## src/rtl/irq_ctrl.sv

```systemverilog
// irq_ctrl: edge-capturing interrupt controller with per-source enable,
// global enable, and a claim/complete handshake so the core services one
// interrupt at a time. Bus slave with REQ/CE/WE/RE in and GNT/RDATA out.
module irq_ctrl #(
    parameter int N_SRC = 8
) (
    input  logic             i_CLK,
    input  logic             i_RST,
    input  logic             i_CE,
    input  logic             i_WE,
    input  logic             i_RE,
    input  logic [31:0]      i_ADDR,
    input  logic [31:0]      i_WDATA,
    input  logic             i_REQ,
    input  logic [N_SRC-1:0] i_SRC,
    output logic [31:0]      o_RDATA,
    output logic             o_GNT,
    output logic             o_IRQ
);

    localparam logic [31:0] ADDR_PENDING  = 32'h00;
    localparam logic [31:0] ADDR_ENABLE   = 32'h04;
    localparam logic [31:0] ADDR_CLAIM    = 32'h08;
    localparam logic [31:0] ADDR_COMPLETE = 32'h0C;
    localparam logic [31:0] ADDR_CTRL     = 32'h10;

    logic [N_SRC-1:0] r_srcQ;
    logic             r_armed;
    logic [N_SRC-1:0] r_pending;
    logic [N_SRC-1:0] r_enable;
    logic             r_gen;
    logic             r_busy;
    logic [4:0]       r_claimedId;
    logic             r_gnt;
    logic [31:0]      r_rdata;
    logic             r_irq;

    logic [N_SRC-1:0] w_rise;
    logic             w_wrAcc;
    logic             w_rdAcc;
    logic [N_SRC-1:0] w_cand;
    logic             w_candHit;
    logic [4:0]       w_candIdx;
    logic [4:0]       w_claimId;
    logic             w_claimFire;
    logic [N_SRC-1:0] w_claimMask;
    logic [N_SRC-1:0] w_w1cMask;
    logic             w_completeOk;
    logic [31:0]      w_rdMux;

    // r_armed holds off edge detection for the first cycle after reset, so a
    // line already high when reset drops is sampled into r_srcQ, not captured.
    assign w_rise  = r_armed ? (i_SRC & ~r_srcQ) : '0;
    assign w_wrAcc = i_WE & i_REQ & i_CE;
    assign w_rdAcc = i_RE & i_REQ & i_CE;
    assign w_cand  = r_pending & r_enable;

    // Lowest-index pending-and-enabled source wins; scanning downward lets the
    // lowest hit overwrite any higher one.
    always_comb begin
        w_candHit = 1'b0;
        w_candIdx = 5'd0;
        for (int k = N_SRC - 1; k >= 0; k--) begin
            if (w_cand[k]) begin
                w_candHit = 1'b1;
                w_candIdx = 5'(k);
            end
        end
    end

    assign w_claimId    = (w_candHit && !r_busy) ? (w_candIdx + 5'd1) : 5'd0;
    assign w_claimFire  = w_rdAcc && (i_ADDR == ADDR_CLAIM) && (w_claimId != 5'd0);
    assign w_claimMask  = w_claimFire ? (N_SRC'(1) << w_candIdx) : '0;
    assign w_w1cMask    = (w_wrAcc && (i_ADDR == ADDR_PENDING)) ? i_WDATA[N_SRC-1:0] : '0;
    assign w_completeOk = w_wrAcc && (i_ADDR == ADDR_COMPLETE) && r_busy &&
                          (i_WDATA == 32'(r_claimedId));

    // Read mux over current-cycle register values; unmapped offsets read 0.
    always_comb begin
        w_rdMux = 32'd0;
        case (i_ADDR)
            ADDR_PENDING:  w_rdMux = 32'(r_pending);
            ADDR_ENABLE:   w_rdMux = 32'(r_enable);
            ADDR_CLAIM:    w_rdMux = 32'(w_claimId);
            ADDR_COMPLETE: w_rdMux = 32'(r_claimedId);
            ADDR_CTRL:     w_rdMux = {31'd0, r_gen};
            default:       w_rdMux = 32'd0;
        endcase
    end

    // Edge capture into pending; a new rise wins over W1C or claim clears.
    always_ff @(posedge i_CLK or posedge i_RST) begin
        if (i_RST) begin
            r_srcQ    <= '0;
            r_armed   <= 1'b0;
            r_pending <= '0;
        end else begin
            r_srcQ    <= i_SRC;
            r_armed   <= 1'b1;
            r_pending <= (r_pending & ~w_w1cMask & ~w_claimMask) | w_rise;
        end
    end

    // Software-visible control state: enable mask, global enable, claim tracking.
    always_ff @(posedge i_CLK or posedge i_RST) begin
        if (i_RST) begin
            r_enable    <= '0;
            r_gen       <= 1'b0;
            r_busy      <= 1'b0;
            r_claimedId <= 5'd0;
        end else begin
            if (w_wrAcc && (i_ADDR == ADDR_ENABLE)) begin
                r_enable <= i_WDATA[N_SRC-1:0];
            end
            if (w_wrAcc && (i_ADDR == ADDR_CTRL)) begin
                r_gen <= i_WDATA[0];
            end
            if (w_claimFire) begin
                r_busy      <= 1'b1;
                r_claimedId <= w_claimId;
            end else if (w_completeOk) begin
                r_busy      <= 1'b0;
                r_claimedId <= 5'd0;
            end
        end
    end

    // Bus response: grant one cycle after request, read data zero unless a read was accepted.
    always_ff @(posedge i_CLK or posedge i_RST) begin
        if (i_RST) begin
            r_gnt   <= 1'b0;
            r_rdata <= 32'd0;
        end else begin
            r_gnt   <= i_REQ & i_CE;
            r_rdata <= w_rdAcc ? w_rdMux : 32'd0;
        end
    end

    // Registered interrupt request, suppressed while an interrupt is in service.
    always_ff @(posedge i_CLK or posedge i_RST) begin
        if (i_RST) begin
            r_irq <= 1'b0;
        end else begin
            r_irq <= r_gen & ~r_busy & (|w_cand);
        end
    end

    assign o_GNT   = r_gnt;
    assign o_RDATA = r_rdata;
    assign o_IRQ   = r_irq;

endmodule

```

## config.mk

```make
export PLATFORM = sky130hd
export DESIGN_NAME = irq_ctrl
export DESIGN_NICKNAME = d
export VERILOG_FILES = /design/src/rtl/irq_ctrl.sv
export SDC_FILE = /design/constraint.sdc
export NUM_CORES = 1
export LEC_CHECK = 0
export ABC_AREA = 1
export BUFFER_PORTS_ARGS = -buffer_cell sky130_fd_sc_hd__buf_2
export CORE_MARGIN = 1
export CORE_UTILIZATION = 50
export DETAILED_ROUTE_END_ITERATION = 6
export HOLD_SLACK_MARGIN = 0.05
export MAX_ROUTING_LAYER = met4
export PLACE_DENSITY = 0.83
export SYNTH_ARGS = -nofsm -noshare
export SYNTH_HDL_FRONTEND = slang
export SYNTH_SLANG_ARGS = --single-unit
export TNS_END_PERCENT = 10
```

## constraint.sdc

```tcl
create_clock -name i_CLK -period 3.8 [get_ports i_CLK]
set_input_delay 0.76 -clock i_CLK [delete_from_list [all_inputs] [get_ports i_CLK]]
set_output_delay 0.76 -clock i_CLK [all_outputs]
set_load 0.005 [all_outputs]
```

==> summary.md <==
The run finished with clean final reports. For the pin with the worst max-slew slack, the measured transition is 1.083 ns. Routability-driven placement finished with a final weighted congestion of 0.9209. The warning count from the yosys run is 0.

The tools report the final routed DRC violation total as 0. The classification of the worst setup path is reg -> reg. For the final count of pins violating max slew, the log shows 0. The run gives 2451 as the via count. Class of the tightest hold or removal check: reg -> reg. The floorplan has 26 rows.

Slowest stage cell on the critical path: sky130_fd_sc_hd__nand3_1. The final critical path takes up 70.39% of the cycle. After the first detailed-routing iteration, the DRC count stood at 134. Most common cell type on the critical path: sky130_fd_sc_hd__nand2_1.

The post-route netlist has 30.82% of its cells at a drive strength greater than 1. Entering global routing, the biggest net connects 30 pins. Counting flops and latches in the post-synthesis netlist gives 41. Compared with the post-synthesis result, the final layout area differs by 18.40%. The logs give 0.008695 ns for the worst clock skew on the final layout and 0.001726 uW for the leakage power total. Total overflow reported by the global router: 0.

Across the whole layout, storage elements account for 0.001026 mm^2. Most common library cell in the layout ignoring fill and taps: sky130_fd_sc_hd__nand2_1. The number of antenna violations at the first check in global routing is 0, and the number of global-route vias before repair is 2184. The total number of nets in the final design was 519; the time the final worst path needs with I/O delays and setup was 2.675 ns. The highest achievable clock rate was 0.3739 GHz; the number of different library cells in the post-synthesis netlist was 33. The tools report the endpoint class of the critical path as a flip-flop. Pin placement for this block handled 112 I/O pins.

Post-CTS timing repair inserted 0 buffers for setup. The cell at the root of the clock tree was sky130_fd_sc_hd__clkbuf_8. Data arrives at the worst endpoint at 2.92 ns. Counting along the longest clock path gives a buffer depth of 2. The post-route setup TNS was 0 ns; the count of H-tree levels built during CTS was 2. The area of the mapped netlist came out at 0.002686 mm^2. For the worst setup path, the data required time is 4.04 ns. Across all setup checks in the final design, the least slack found is 1.125 ns.

Setup repair after global routing left no endpoint under its margin. The signal on the critical path passes through nand2_1 > nand2_1 > nand3_1 > a21oi_2 > inv_1 > nor2_1 > ha_1 > inv_1 > nor2_1 > nor2_1 > nand3_1 > nand2_1 > nand3_1 > nand2_1. The residual antenna-violating net count after detailed routing was 0. From left edge to right edge, the die measures 75.30 um. For this configuration, the core starts out at a cell density of 52.26%. The worst slew margin relative to its limit was 27.71%; the average via count per standard cell was 4.825. In this design, the stage delay of the slowest critical-path cell is 0.45 ns. The top-area cell type share of the netlist area was 38.19%; the global router's overall resource usage was 23.13%. Leading area contributor after synthesis: sky130_fd_sc_hd__dfrtp_1.

The ratio of total power to cell area is 253.9 mW/mm^2. Leaving out fill and tap cells, the most frequent cells in the layout are sky130_fd_sc_hd__nand2_1 (89), sky130_fd_sc_hd__buf_2 (87), sky130_fd_sc_hd__nor2_1 (46). For this design, the sink count on the clock tree is 41.

The floorplan step defined a die boundary enclosing 0.005670 mm^2. The repair_antennas step left the layout with diodes totalling 0. TritonCTS built the clock tree.

In this run the standard cell core region covers 0.005140 mm^2. Setup violations remaining at the end of the flow were counted as 0. The source-to-sink clock delay at the later pin of the worst-skew pair was 0.29 ns; the quantity of I/O buffers inserted on ports was 87. The number of hold violations in the final report is 0, and the final total power is 807.6 uW.

Iteration count of the initial detailed-routing pass: 4. Dividing the synthesized area by the synthesized cell count gives 7.742 um^2. The detailed placer's ending HPWL came out at 4.745 mm. Before CTS, the worst setup slack after placement is 1.199 ns. By area the synthesized netlist is led by sky130_fd_sc_hd__dfrtp_1 (38%), sky130_fd_sc_hd__nand2_1 (12%), sky130_fd_sc_hd__buf_4 (7.3%), sky130_fd_sc_hd__nor2_1 (6.4%), sky130_fd_sc_hd__inv_1 (5.6%). The number of instances in the synthesized netlist is 347, and the count of filler cells inserted in the layout is 470. The number of gates resized after CTS was 0; the die height was 75.30 um.

The routed wire length per instance was 11.57 um. The logs give 0 for the max capacitance violation total and 272.0 uV for the peak supply drop. The worst setup path is launched from a flip-flop. The first-pass GRT wire length came out at 9.556 mm. After clock tree synthesis, the clock-pin slew on the worst setup and hold paths is 0.08 ns.

The number of clock buffers inserted by TritonCTS was 5; the sequential element share of the synthesized area was 38.19%. The count of hold-fix buffers inserted at cts was 0. Along the worst path, the maximum fanout reaches 11. Sum of routed wire length over all layers: 5.877 mm.

The footprint of the multi-input gates was 0.001374 mm^2.
==> area by class of cell <==
| type | count | area share (%) |
|---|---|---|
| flip-flops and latches | 41 | 32.26 |
| well taps | 70 | 2.754 |
| multi-input cells | 259 | 43.19 |
| inverters | 42 | 5.114 |
| repair buffers | 88 | 13.93 |
| clock buffers | 6 | 2.282 |
| clock inverters | 2 | 0.4721 |
==> report_power, final <==
| group | total, uW | internal, uW | switching (uW) | leakage [uW] |
|---|---|---|---|---|
| logic | 83.8 | 37.9 | 45.8 | 0.00118 |
| clock network | 280 | 129 | 151 | 0.0000374 |
| registers | 444 | 441 | 2.11 | 0.000504 |
==> cell families (layout without fill, tap and decap cells) <==
kind of cell	after synthesis	count (layout)	share of synthesized area (%)
AND/OR/NAND/NOR	198	198	37.68
buffers and inverters	70	138	13.88
flip-flops	41	41	38.19
AO/OA/AOI/OAI	32	32	8.104
adder cells (fa/ha/maj)	4	4	1.863
other	2	25	0.2796
==> flip-flops by register name, indices dropped and copies added (netlist names) <==
register and cells:
r_armed 1, r_busy 1, o_RDATA 8, r_gen 1, o_IRQ 1, r_pending 8
r_claimedId 4, o_GNT 1, r_enable 8, r_srcQ 8
==> worst max-delay path, delay by kind of cell, from the launching register on <==
kind                       cells  cell delay [ns]
and+or+nand+nor               10             1.62
DFF                            1             0.40
adders and majority gates      1             0.27
AOI/OAI and AO/OA              1             0.19
buffers and inverters          2             0.15
==> through the flow <==
| step | instances | util [%] | hold slack [ns] | instance area [um^2] |
|---|---|---|---|---|
| floorplan | 370 | - | 0.4670 | 2773 |
| global placement | 500 | 60.18 | 0.4712 | 3093 |
| detailed placement | 500 | 60.18 | 0.4795 | 3093 |
| CTS | 508 | 61.88 | 0.4904 | 3181 |
| global route | 508 | 61.88 | 0.5142 | 3181 |
| finish | 508 | 61.88 | 0.4872 | 3181 |
==> cells in the mapped netlist <==
cell                       instances
sky130_fd_sc_hd__inv_6             1
sky130_fd_sc_hd__nand2_1          89
sky130_fd_sc_hd__buf_4            26
sky130_fd_sc_hd__ha_1              4
sky130_fd_sc_hd__nand4_1           4
sky130_fd_sc_hd__inv_1            40
sky130_fd_sc_hd__nor2_8            2
sky130_fd_sc_hd__nor2_4            3
sky130_fd_sc_hd__o211ai_1          2
sky130_fd_sc_hd__nand3_1          13
sky130_fd_sc_hd__a22oi_1           4
sky130_fd_sc_hd__nand3_2           8
sky130_fd_sc_hd__or2_4             1
sky130_fd_sc_hd__dfrtp_1          41
sky130_fd_sc_hd__buf_6             1
sky130_fd_sc_hd__nor4_1            5
sky130_fd_sc_hd__nand2_4           4
sky130_fd_sc_hd__buf_1             1
sky130_fd_sc_hd__nor2_1           46
sky130_fd_sc_hd__clkinv_1          1
sky130_fd_sc_hd__nor4_4            1
sky130_fd_sc_hd__o21ai_1           9
sky130_fd_sc_hd__o21ai_0           2
sky130_fd_sc_hd__a21oi_2           1
sky130_fd_sc_hd__nor2_2            2
sky130_fd_sc_hd__conb_1            2
sky130_fd_sc_hd__o22ai_1           1
sky130_fd_sc_hd__a21oi_1           3
sky130_fd_sc_hd__nand2_2           6
sky130_fd_sc_hd__nand3b_1          9
sky130_fd_sc_hd__o21ai_2          10
sky130_fd_sc_hd__nor3_1            4
sky130_fd_sc_hd__nand3_4           1
==> final timing paths <==
path | start | endpoint | slack, ns | depth (start not counted)
max | r_pending[7] | r_claimedId[0] | 1.13 | 14
min | r_srcQ[5] | r_pending[5] | 0.49 | 2
max reg2reg | r_pending[7] | r_claimedId[0] | 1.13 | 14
min reg2reg | r_srcQ[5] | r_pending[5] | 0.49 | 2
max in group asynchronous | i_RST | o_GNT | 2.30 | 3
min in group asynchronous | i_RST | r_enable[3] | 0.72 | 2
==> per-layer routing <==
| metal | routed length (um) | vias to the layer above | GRT usage [%] |
|---|---|---|---|
| met5 | 0 | - | - |
| met3 | 326 | 11 | 4.497 |
| li1 | - | 1227 | - |
| met2 | 2867 | 94 | 38.19 |
| met1 | 2581 | 1119 | 28.63 |
| met4 | 101 | 0 | 7.613 |
No activity file was read; power rests on OpenSTA's default activity.
